[src/rtl/instr_fetch_unit.sv]
// Instruction fetch unit: three-state FETCH/WAIT/VALID sequencer driving a synchronous
// instruction RAM, holding the program counter and instruction register.
module instr_fetch_unit #(
   parameter logic [15:0] RESET_PC = 16'h0000,
   parameter logic [15:0] NOP_WORD = 16'h0000
) (
   input  logic        clk,
   input  logic        rst,
   input  logic        PC_enable,
   input  logic        branch_en,
   input  logic [7:0]  branch_disp,
   input  logic        jump_en,
   input  logic [15:0] jump_addr,
   input  logic [15:0] mem_rdata,
   output logic [15:0] pc,
   output logic [15:0] instruction,
   output logic        instr_valid,
   output logic        fetch_busy
);

   typedef enum logic [1:0] {StFetch, StWait, StValid} state_e;

   state_e      state_q, state_d;
   logic [15:0] pc_q, pc_d;
   logic [15:0] ir_q, ir_d;
   logic [15:0] branch_offset;
   logic        retire;

   // PC_enable only counts once the instruction is valid.
   assign retire        = (state_q == StValid) && PC_enable;
   assign branch_offset = {{8{branch_disp[7]}}, branch_disp};

   always_ff @(posedge clk or posedge rst) begin
      if (rst) begin
         state_q <= StFetch;
      end else begin
         state_q <= state_d;
      end
   end

   always_comb begin
      state_d = state_q;
      unique case (state_q)
         StFetch: state_d = StWait;
         StWait:  state_d = StValid;
         StValid: if (PC_enable) state_d = StFetch;
         default: state_d = StFetch;
      endcase
   end

   always_comb begin
      instr_valid = (state_q == StValid);
      fetch_busy  = !instr_valid;
   end

   // Jump wins over branch; arithmetic wraps modulo 2^16 by width.
   always_comb begin
      pc_d = pc_q;
      if (retire) begin
         if (jump_en) begin
            pc_d = jump_addr;
         end else if (branch_en) begin
            pc_d = pc_q + branch_offset;
         end else begin
            pc_d = pc_q + 16'd1;
         end
      end
   end

   // RAM data for pc is valid during WAIT; capture it at the end of that cycle.
   always_comb begin
      ir_d = ir_q;
      if (state_q == StWait) begin
         ir_d = mem_rdata;
      end
   end

   always_ff @(posedge clk or posedge rst) begin
      if (rst) begin
         pc_q <= RESET_PC;
         ir_q <= NOP_WORD;
      end else begin
         pc_q <= pc_d;
         ir_q <= ir_d;
      end
   end

   assign pc          = pc_q;
   assign instruction = ir_q;

endmodule

[config.mk]
export PLATFORM = sky130hd
export DESIGN_NAME = instr_fetch_unit
export DESIGN_NICKNAME = d
export VERILOG_FILES = /design/src/rtl/instr_fetch_unit.sv
export SDC_FILE = /design/constraint.sdc
export NUM_CORES = 1
export LEC_CHECK = 0
export ABC_AREA = 1
export CORE_ASPECT_RATIO = 0.8
export CORE_MARGIN = 2
export CORE_UTILIZATION = 42
export CTS_CLUSTER_DIAMETER = 80
export DETAILED_ROUTE_END_ITERATION = 10
export PLACE_DENSITY = 0.77
export SETUP_SLACK_MARGIN = 0.4
export SYNTH_ARGS = -nofsm -noshare
export SYNTH_HDL_FRONTEND = slang
export SYNTH_SLANG_ARGS = --single-unit
[constraint.sdc]
create_clock -name clk -period 1.64 [get_ports clk]
set_input_delay 0.41 -clock clk [delete_from_list [all_inputs] [get_ports clk]]
set_output_delay 0.41 -clock clk [all_outputs]
set_load 0.03 [all_outputs]
-- Word-level counts from Yosys, hierarchy flattened
Cells that the tools add are included.
- register bits: 34
- bits of input ports: 45
- output and inout port bits: 34
- logic and storage cells: 15
- add/sub/neg operators: 2
- equality and inequality tests: 3
- mux-type cells: 4
- reductions and logical operators: 3
- operator list (operator ; number):
    $mux 16 ; 2
    $add 16x1->16 const B ; 1
    $add 16x16->16 ; 1
    $pmux 2 s3 ; 1
    $eq 2x1->1 const B ; 1
    $eq 2x2->1 const B ; 1
    $logic_not 2->1 ; 1
    $mux 2 ; 1
    $ne 2x2->1 const B ; 1
    $logic_and 1x1->1 ; 1
    $logic_not 1->1 ; 1

-- Depth between registers and ports, before layout
Gate-level depths: netlist (run 1).
- depth after elaboration: 3
- depth in mapped cells: 17
- mapped depth without buffers: 15

-- Least setup slack after synthesis (run 1)
Ideal clock, no wire load.
- path type: input -> register
- from: input branch_en
- to: register pc_q[12] (netlist: pc[12])
- library setup time: 0.117 ns
- arrival: 1.989 ns
- required time: 1.523 ns
- setup slack: -0.466 ns
- cell stages on the path: 15
- buffers on the path: 2
- cells stage by stage: buf_6 -> buf_4 -> nand2_1 -> ha_1 -> fa_1 -> nand2_1 -> nand3_1 -> nand2_1 -> nand2_1 -> nand2_1 -> nand2_1 -> nand2_1 -> nand3_1 -> nand2_1 -> nand2_1
- cells in the longest elaborated chain, start to end: 2
- RTL lines (element ; line ; text):
    start, declared ; 10 ; input logic branch_en,
    $mux 16 ; 62 ; end else if (branch_en) begin
    $mux 16 ; 60 ; if (jump_en) begin
    end signal, assigned ; 83 ; pc_q <= pc_d;
    end, declared ; 24 ; logic [15:0] pc_q, pc_d;
Every way passes these cells.
A chain may end at the register's enable or synchronous reset.

-- Worst setup path after layout (run 1)
- from: register pc_q[3] (netlist: pc[3])
- to: register pc_q[12] (netlist: pc[12])
- cells in the longest elaborated chain, start to end: 3
- elaborated cells on any way between the ends: 4
- classes of those cells: add/sub: 2; mux: 2
- RTL lines (element ; line):
    $add 16x1->16 or $add 16x16->16 (tied branches) ; 65, 63
    $mux 16 (*) ; 62
    $mux 16 (*) ; 60
Every way passes the cells marked *; elsewhere a longest branch is shown, timed or not.

==> flow_metrics.py, run 1 <==
metrics = {
    "clocking": {
        "clockBufferDepth": 2,
        "clock_latency_ps": 310,
        "cts_root_buf": "clkbuf_8",
        "cts_tree": "done",
        "clock_sinks": 34,
        "cts_made_buffers": 5,
        "cts_max_level": 2,
        "clk_pin_slew_ps": 90,
    },
    "worst_setup_path": {
        "criticalPathCategory": "flop to flop",
        "slowest_stage": "dfrtp_2",
        "crit_path_end_kind": "flop",
        "rrSetupSlack_ps": -290,
        "cp_data_required_time_ps": 1880,
        "path_max_fanout": 4,
        "path_buf_inv": 0,
        "r2r_cells": 13,
        "worstSetupStartpointType": "flop",
        "cpPeakStageDelay_ps": 460,
        "cp.depth": 13,
        "cp.arrival_ps": 2170,
        "crit_top_cell": "nand2_1",
        "crit_chain": "ha_4, nand2_1, nor2_4, nand2_2, nand3_4, nand2_4, nand2_4, nand2_4, nand2_2, nand2_1, nand3_1, nand2_1, nand2_1",
        "cpLargestDelayFamily": "simple AND/OR/NAND/NOR gates",
    },
    "timing": {
        "fin_skew_ps": 15.3,
        "tns_ps": -1910,
        "drv_slew": 0,
        "finalHoldViolations": 0,
        "rsz0062_at_grt": "true",
        "slew_headroom": 0.779,
        "worst_slack_ps": -294,
        "finalCritPeriodShare": 1.18,
        "setup_violations": 13,
        "tightestPinTransition_ps": 331,
        "fmax_mhz": 517,
        "min_period_ps": 1930,
    },
    "job": {
        "max-cap-violations": 0,
    },
    "power_and_ir_drop": {
        "powerDensity_nw_per_um2": 1990,
        "p_leak_uw": 0.00222,
        "ir_drop_uv": 1670,
    },
    "route": {
        "wl_um": 10700,
        "wl_per_cell_um": 19.5,
        "post_drt_via_cell_ratio": 5.79,
        "first_pass_iters": 8,
        "ant_nets": 0,
        "vias": 3179,
        "drt_iter0_drc": 319,
        "drc": 0,
    },
    "logic_synthesis": {
        "ys_types": 31,
        "ys_seq_area_frac": 0.351,
        "yosysTopAreaCellShare": 0.351,
        "syn_nets": 379,
        "synthTopCellsByArea": "dfrtp_1 35%, nand2_1 14%, mux2_2 7.4%, inv_1 6.0%, nand3_1 5.6%",
        "netlist_area_sq_um": 2420,
        "netlist.top_cell.by_area": "dfrtp_1",
        "yosysWarnings": 0,
        "ys_seq_elements": 34,
        "syn_inst": 326,
        "syn_area_per_cell_sq_um": 7.43,
    },
    "global_route": {
        "overflow": 0,
        "antenna_found_initial": 0,
        "grt_max_degree": 23,
        "grtUsageTotal": 0.300,
        "grt_pass1_vias": 3079,
        "grt_pass1_wl_um": 14800,
    },
    "status": {
        "status": "finished, violations left",
        "failed_checks": "setup timing",
    },
    "floorplan": {
        "die_w_um": 88.9,
        "die_y_um": 71.9,
        "rows": 24,
        "core_sq_um": 5500,
        "io_pins": 79,
        "die_area_sq_um": 6400,
        "start_util": 0.441,
    },
    "cells_and_area": {
        "instances_no_fill": 549,
        "areaGrowthSynthToFinish_pct": 84.4,
        "drive_above_1_share": 0.499,
        "antenna_cells": 0,
        "fillers": 294,
        "final_nets": 523,
    },
    "placed_design": {
        "port_buffers": 78,
        "post-place-cells": 510,
        "dp_hpwl_um": 5490,
        "gp_congestion": 0.961,
    },
    "min_path": {
        "hold_class": "input port to asynchronous set/reset pin",
    },
}
==> metal layers <==
layer / GRT usage / wire length [um]
met1: 0.366 / 3860
met2: 0.493 / 5040
met3: 0.0865 / 1160
met4: 0.133 / 639
met5: 0 / 0
==> cells in the mapped netlist <==
library cell	instances
clkbuf_1	4
nand4_1	6
nand2_2	8
nor2_2	5
o21a_1	1
nand2_4	6
o21ai_0	15
buf_4	2
o211ai_1	1
mux2_2	16
a21oi_1	11
ha_1	7
nand2_1	90
nand3_1	27
xor2_1	4
nand3_2	2
buf_2	3
o21bai_1	2
inv_1	39
dfrtp_1	34
inv_2	2
buf_12	1
a31oi_1	2
xnor2_1	2
o22ai_1	1
nor2_1	27
buf_6	1
o22ai_2	1
fa_1	1
o31ai_1	2
o21ai_1	3
==> final timing paths <==
path | from | end
setup / recovery | pc[3] | pc[12]
min in group clk | instruction[13] | instruction[13]
hold reg to reg | instruction[13] | instruction[13]
setup reg to reg | pc[3] | pc[12]
hold / removal | rst | instruction[14]
max in group asynchronous | rst | pc[12]
==> cell usage in the layout, fill, tap and decap left out, types with 9 or more instances in the layout <==
| cell | instances |
|---|---|
| nand2_1 | 62 |
| buf_4 | 51 |
| buf_6 | 49 |
| clkdlybuf4s50_1 | 35 |
| inv_1 | 26 |
| nand2_2 | 26 |
| dfrtp_1 | 26 |
| nor2_1 | 21 |
| nand3_1 | 18 |
| inv_2 | 15 |
| nand2_4 | 15 |
| mux2_4 | 14 |
| o21ai_0 | 9 |
| nand3_2 | 9 |
==> final cells by class <==
class | count | area, sq um | share of cell area
clock buffer | 5 | 68.8 | 0.0154
clock inverter | 3 | 68.8 | 0.0154
inverter | 41 | 154 | 0.0344
multi-input combinational | 242 | 1810 | 0.406
sequential | 34 | 861 | 0.193
tap | 78 | 97.6 | 0.0218
timing repair buffer | 146 | 1400 | 0.314
==> cells by family after synthesis <==
logic type                 synth area share
and+or+nand+nor                       0.322
muxes                                0.0743
AOI/OAI and AO/OA                    0.0914
xor gates and xnor gates             0.0217
DFF                                   0.351
buffers and inverters                0.0950
adders and majority gates            0.0444
==> state kept, by name, indices dropped and copies added (netlist names) <==
name	cells
instruction	16
pc	16
state_q	2
==> power by group <==
part / total, uW / leakage (uW) / switching, uW / internal [uW]
Sequential: 1750 / 0.000399 / 473 / 1280
Combinational: 6110 / 0.00176 / 3250 / 2860
Clock: 1010 / 0.0000683 / 398 / 610
==> through the flow <==
stage	setup WS (ps)	utilization	hold slack (ps)	total power [uW]	cell area, sq um
6_report	-294	0.813	436	8870	4470
5_1_grt	-287	0.813	502	9200	4470
4_1_cts	-70.8	0.758	434	7720	4170
3_5_place_dp	-835	0.665	426	5910	3650
3_3_place_gp	-779	0.665	401	5820	3650
2_1_floorplan	-305	-	397	4280	2580
==> tightest hold or removal path, stage by stage <==
cell,delay [ps]
clkdlybuf4s50_1,390
inv_1,80
buf_4,210
==> timing repair <==
item                                   CTS  global route
gates cloned                             0             2
gates resized for setup                297            56
setup endpoints to repair               66            57
endpoints found under the hold margin    0             0
setup buffers                           17            12
pin swaps                               55            18
hold buffers                             0             0
(Power assumes the default switching activity.)
==> run 2: changes to the inputs <==
--- a/config.mk
+++ b/config.mk
@@ -7,7 +7,7 @@
 export LEC_CHECK = 0
 export ABC_AREA = 1
 export CORE_ASPECT_RATIO = 0.8
-export CORE_MARGIN = 2
+export CORE_MARGIN = 5
 export CORE_UTILIZATION = 42
 export CTS_CLUSTER_DIAMETER = 80
 export DETAILED_ROUTE_END_ITERATION = 10
==> run 2 against run 1 <==
The flow still finishes with violations (setup timing). Critical path type unchanged. Non-clock buffer count is the same. Clock skew is essentially flat. Global-route usage shrank 7.3 points.
==> flow_metrics.py, run 2 (same netlist as run 1, synthesis figures left out) <==
metrics = {
    "clocking": {
        "cts_hold_buf": 0,
        "cts_tree": "done",
        "clk_pin_slew_ps": 90,
        "clock_sinks": 34,
        "cts_root_buf": "clkbuf_8",
        "cts_made_buffers": 5,
        "clockBufferDepth": 2,
        "clock_latency_ps": 300,
        "cts_max_level": 2,
    },
    "route": {
        "wl_um": 8420,
        "ant_nets": 0,
        "first_pass_iters": 5,
        "wl_per_cell_um": 15.4,
        "vias": 2784,
        "post_drt_via_cell_ratio": 5.10,
        "drc": 0,
        "drt_iter0_drc": 185,
    },
    "timing": {
        "setup_violations": 10,
        "tightestPinTransition_ps": 292,
        "fin_skew_ps": 15.4,
        "finalHoldViolations": 0,
        "drv_slew": 0,
        "worst_slack_ps": -181,
        "slew_headroom": 0.803,
        "finalCritPeriodShare": 1.11,
        "fmax_mhz": 549,
        "min_period_ps": 1820,
        "rsz0062_at_grt": "true",
        "holdWs_ps": 431,
    },
    "global_route": {
        "grtUsageTotal": 0.227,
        "grt_busiest_layer": "met2",
        "overflow": 0,
        "grt_max_degree": 21,
        "antenna_found_initial": 0,
        "grt_util_met1": 0.292,
        "globalRouteMet2Util": 0.367,
        "grt_pass1_vias": 2857,
        "grt_pass1_wl_um": 13400,
        "grt.met3_usage": 0.0841,
    },
    "placed_design": {
        "dp_hpwl_um": 5800,
        "gp_congestion": 0.934,
        "port_buffers": 78,
    },
    "power_and_ir_drop": {
        "powerDensity_nw_per_um2": 1800,
        "p_leak_uw": 0.00214,
        "ir_drop_uv": 1220,
    },
    "min_path": {
        "hold_class": "flop to flop",
        "holdPathStages": 1,
    },
    "worst_setup_path": {
        "cp.arrival_ps": 2010,
        "worstSetupStartpointType": "flop",
        "cp_data_required_time_ps": 1830,
        "crit_path_end_kind": "flop",
        "r2r_cells": 12,
        "path_max_fanout": 3,
        "criticalPathCategory": "flop to flop",
    },
    "cells_and_area": {
        "drive_above_1_share": 0.489,
        "areaGrowthSynthToFinish_pct": 78.2,
        "antenna_cells": 0,
        "final_nets": 521,
        "final_common_cell": "nand2_1",
        "fillers": 372,
        "final_cell_mix": "61 x nand2_1, 55 x buf_4, 44 x buf_6",
        "fin_util": 0.782,
    },
    "status": {
        "status": "finished, violations left",
        "failed_checks": "setup timing",
    },
    "floorplan": {
        "die_area_sq_um": 7400,
        "die_w_um": 94.9,
        "die_y_um": 77.9,
        "rows": 24,
        "io_pins": 79,
        "start_util": 0.439,
        "core_sq_um": 5530,
    },
    "job": {
        "max-cap-violations": 0,
    },
}
[run 2: layout make-up]
cell class / instances / area [sq um] / area share
Clock buffer: 5 / 68.8 / 0.0159
Clock inverter: 2 / 10.0 / 0.00232
Inverter: 41 / 154 / 0.0356
Multi-Input combinational cell: 240 / 1730 / 0.400
Sequential cell: 34 / 860 / 0.199
Tap cell: 78 / 97.6 / 0.0226
Timing Repair Buffer: 146 / 1400 / 0.325
[run 2: timing repair]
action | CTS | global route
setup endpoints to repair | 66 | 50
resized for setup | 308 | 24
buffers inserted | 17 | 9
pin swaps | 52 | 8
cloned | 0 | 0
[run 2: per-layer routing]
layer	part of all wire	routed length, um	vias up
met5	0	0	-
li1	-	-	1327
met3	0.096	805	17
met1	0.41	3470	1318
met4	0.014	121	0
met2	0.48	4030	122
[run 2: critical path, stage by stage, from the launching register on]
cell	delay, ps
dfrtp_1	420
ha_4	180
fa_2	380
nand2_2	110
nand3_4	110
nand2_4	80
nand2_4	60
nand2_2	60
nand2_1	50
nand2_1	60
nand3_1	80
nand2_1	60
nand2_1	50
[run 2: path summary, 6_finish.rpt]
path / startpoint / to / slack, ps
hold reg to reg: state_q[1] / state_q[0] / 430
setup / recovery: pc[0] / pc[12] / -180
max in group asynchronous: rst / pc[1] / 930
min in group asynchronous: rst / pc[7] / 440
setup reg to reg: pc[0] / pc[12] / -180
hold / removal: state_q[1] / state_q[0] / 430
[run 2: where the power goes]
group | internal, uW | switching, uW
combinational | 2590 | 2820
sequential | 1280 | 448
clock | 286 | 339
total | 4150 | 3600
[run 2: stage by stage]
| stage | setup WS (ps) | power [uW] | cell area [sq um] | cells | TNS (ps) |
|---|---|---|---|---|---|
| after floorplan | -305 | 4280 | 2580 | 326 | -2060 |
| after global placement | -794 | 5900 | 3680 | 513 | -9970 |
| after CTS | -99.8 | 7360 | 4180 | 537 | -477 |
| final | -181 | 7760 | 4320 | 546 | -1110 |
| after detailed placement | -855 | 5990 | 3680 | 513 | -10510 |
| after global routing | -274 | 8230 | 4320 | 546 | -2140 |
==> run 3: changes to the inputs <==
==> constraint.sdc (replaced) <==
create_clock -name clk -period 1.64 [get_ports clk]
set_input_delay 0.328 -clock clk [delete_from_list [all_inputs] [get_ports clk]]
set_output_delay 0.328 -clock clk [all_outputs]
set_load 0.03 [all_outputs]
==> run 3 against run 2 <==
The run still ends with setup timing left. Utilization increased by 1.4 points. Sequential power about the same. Combinational power increased by 4.8%. Count of clock-buffer cells in the layout increased by 1. Flip-flop and latch count unchanged. Non-clock buffer count decreased by 1. Final cell count unchanged. First-iteration DRC count increased by 50%.
==> flow_metrics.py, run 3 (same netlist as run 1, synthesis figures left out) <==
metrics = {
    "clocking": {
        "clock_latency_ps": 310,
        "cts_max_level": 2,
        "cts_made_buffers": 5,
        "cts_root_buf": "clkbuf_8",
        "clockBufferDepth": 2,
        "cts_tree": "done",
        "clk_pin_slew_ps": 90,
        "clock_sinks": 34,
    },
    "worst_setup_path": {
        "crit_path_end_kind": "flop",
        "path_buf_inv": 0,
        "cp_data_required_time_ps": 1830,
        "cpPeakStageDelay_ps": 420,
        "crit_chain": "ha_4, fa_2, nand2_2, nand3_4, nand2_2, nand2_2, nand2_2, nand2_1, nand2_1, nand3_1, nand2_1, nand2_1",
        "path_max_fanout": 4,
        "criticalPathCategory": "flop to flop",
        "cpLargestDelayFamily": "simple AND/OR/NAND/NOR gates",
        "cp.arrival_ps": 2050,
        "slowest_stage": "dfrtp_1",
        "worstSetupStartpointType": "flop",
    },
    "cells_and_area": {
        "antenna_cells": 0,
        "final_cell_mix": "56 x nand2_1, 48 x buf_4, 35 x clkdlybuf4s50_1, 35 x buf_6, 30 x dfrtp_1",
        "areaGrowthSynthToFinish_pct": 81.5,
        "final_nets": 520,
        "drive_above_1_share": 0.498,
        "final_common_cell": "nand2_1",
    },
    "global_route": {
        "grt_max_degree": 35,
        "grt_busiest_layer": "met2",
        "grt_pass1_wl_um": 13900,
        "overflow": 0,
        "grt_util_met1": 0.282,
        "globalRouteMet2Util": 0.405,
        "antenna_found_initial": 0,
        "grt_pass1_vias": 2916,
        "grt.met3_usage": 0.0919,
        "grtUsageTotal": 0.238,
    },
    "floorplan": {
        "io_pins": 79,
        "die_w_um": 94.9,
        "die_y_um": 77.9,
        "rows": 24,
        "die_area_sq_um": 7400,
        "core_sq_um": 5530,
        "start_util": 0.439,
    },
    "placed_design": {
        "dp_hpwl_um": 5820,
        "port_buffers": 78,
        "gp_congestion": 0.911,
    },
    "timing": {
        "drv_slew": 0,
        "finalCritPeriodShare": 1.13,
        "fmax_mhz": 539,
        "setup_violations": 13,
        "tightestPinTransition_ps": 433,
        "fin_skew_ps": 14.9,
        "worst_slack_ps": -215,
        "tns_ps": -1670,
        "min_period_ps": 1860,
        "slew_headroom": 0.711,
        "rsz0062_at_grt": "true",
        "holdWs_ps": 360,
        "finalHoldViolations": 0,
    },
    "status": {
        "failed_checks": "setup timing",
        "status": "finished, violations left",
    },
    "job": {
        "max-cap-violations": 0,
    },
    "route": {
        "wl_um": 10400,
        "vias": 3084,
        "first_pass_iters": 5,
        "drc": 0,
        "post_drt_via_cell_ratio": 5.65,
        "ant_nets": 0,
        "drt_iter0_drc": 278,
        "wl_per_cell_um": 19.1,
    },
    "min_path": {
        "hold_class": "input port to asynchronous set/reset pin",
    },
    "power_and_ir_drop": {
        "powerDensity_nw_per_um2": 1900,
        "p_leak_uw": 0.00219,
        "ir_drop_uv": 1080,
    },
}
run 3: per-stage QoR:
step	instances	worst slack (ps)	power, uW	instance area [sq um]	utilization
2_1_floorplan	326	-223	4280	2570	-
3_3_place_gp	508	-702	5950	3650	0.660
3_5_place_dp	508	-776	6060	3650	0.660
4_1_cts	531	-122	7390	4000	0.725
5_1_grt	546	-279	8740	4400	0.796
6_report	546	-215	8370	4400	0.796
run 3: worst min-delay path: stages:
cell,delay [ps]
clkdlybuf4s50_1,390
inv_1,90
buf_12,230
run 3: area by class of cell:
| cell class | count | area (sq um) |
|---|---|---|
| Multi-Input combinational cell | 240 | 1830 |
| Timing Repair Buffer | 145 | 1310 |
| Fill cell | 330 | 1130 |
| Sequential cell | 34 | 856 |
| Inverter | 41 | 159 |
| Tap cell | 78 | 97.6 |
| Clock buffer | 6 | 82.6 |
| Clock inverter | 2 | 60.1 |
run 3: worst paths after layout:
path | start | to | slack [ps] | depth (start not counted)
min in group clk | instruction[5] | instruction[5] | 510 | 1
worst min-delay path | rst | state_q[0] | 360 | 3
worst max register to register | pc[0] | pc[12] | -220 | 12
worst max-delay path | pc[0] | pc[12] | -220 | 12
max in group asynchronous | rst | pc[1] | 1070 | 3
worst min register to register | instruction[5] | instruction[5] | 510 | 1
run 3: where the power goes:
part	switching [uW]	internal, uW	total [uW]
Sequential	439	1270	1710
Combinational	3180	2480	5660
Clock	357	649	1010
Total	3980	4400	8370
run 3: timing repair:
action / in CTS / in global routing
pin swaps: 32 / 38
endpoints found under the setup margin: 66 / 33
resized for setup: 274 / 68
buffers inserted: 15 / 15
hold buffers: 0 / 0
run 3: routing by layer:
layer	wire [um]	share of wire	up-vias
li1	-	-	1328
met1	3710	0.36	1453
met2	5010	0.48	252
met3	1220	0.12	51
met4	461	0.044	0
met5	0	0	-
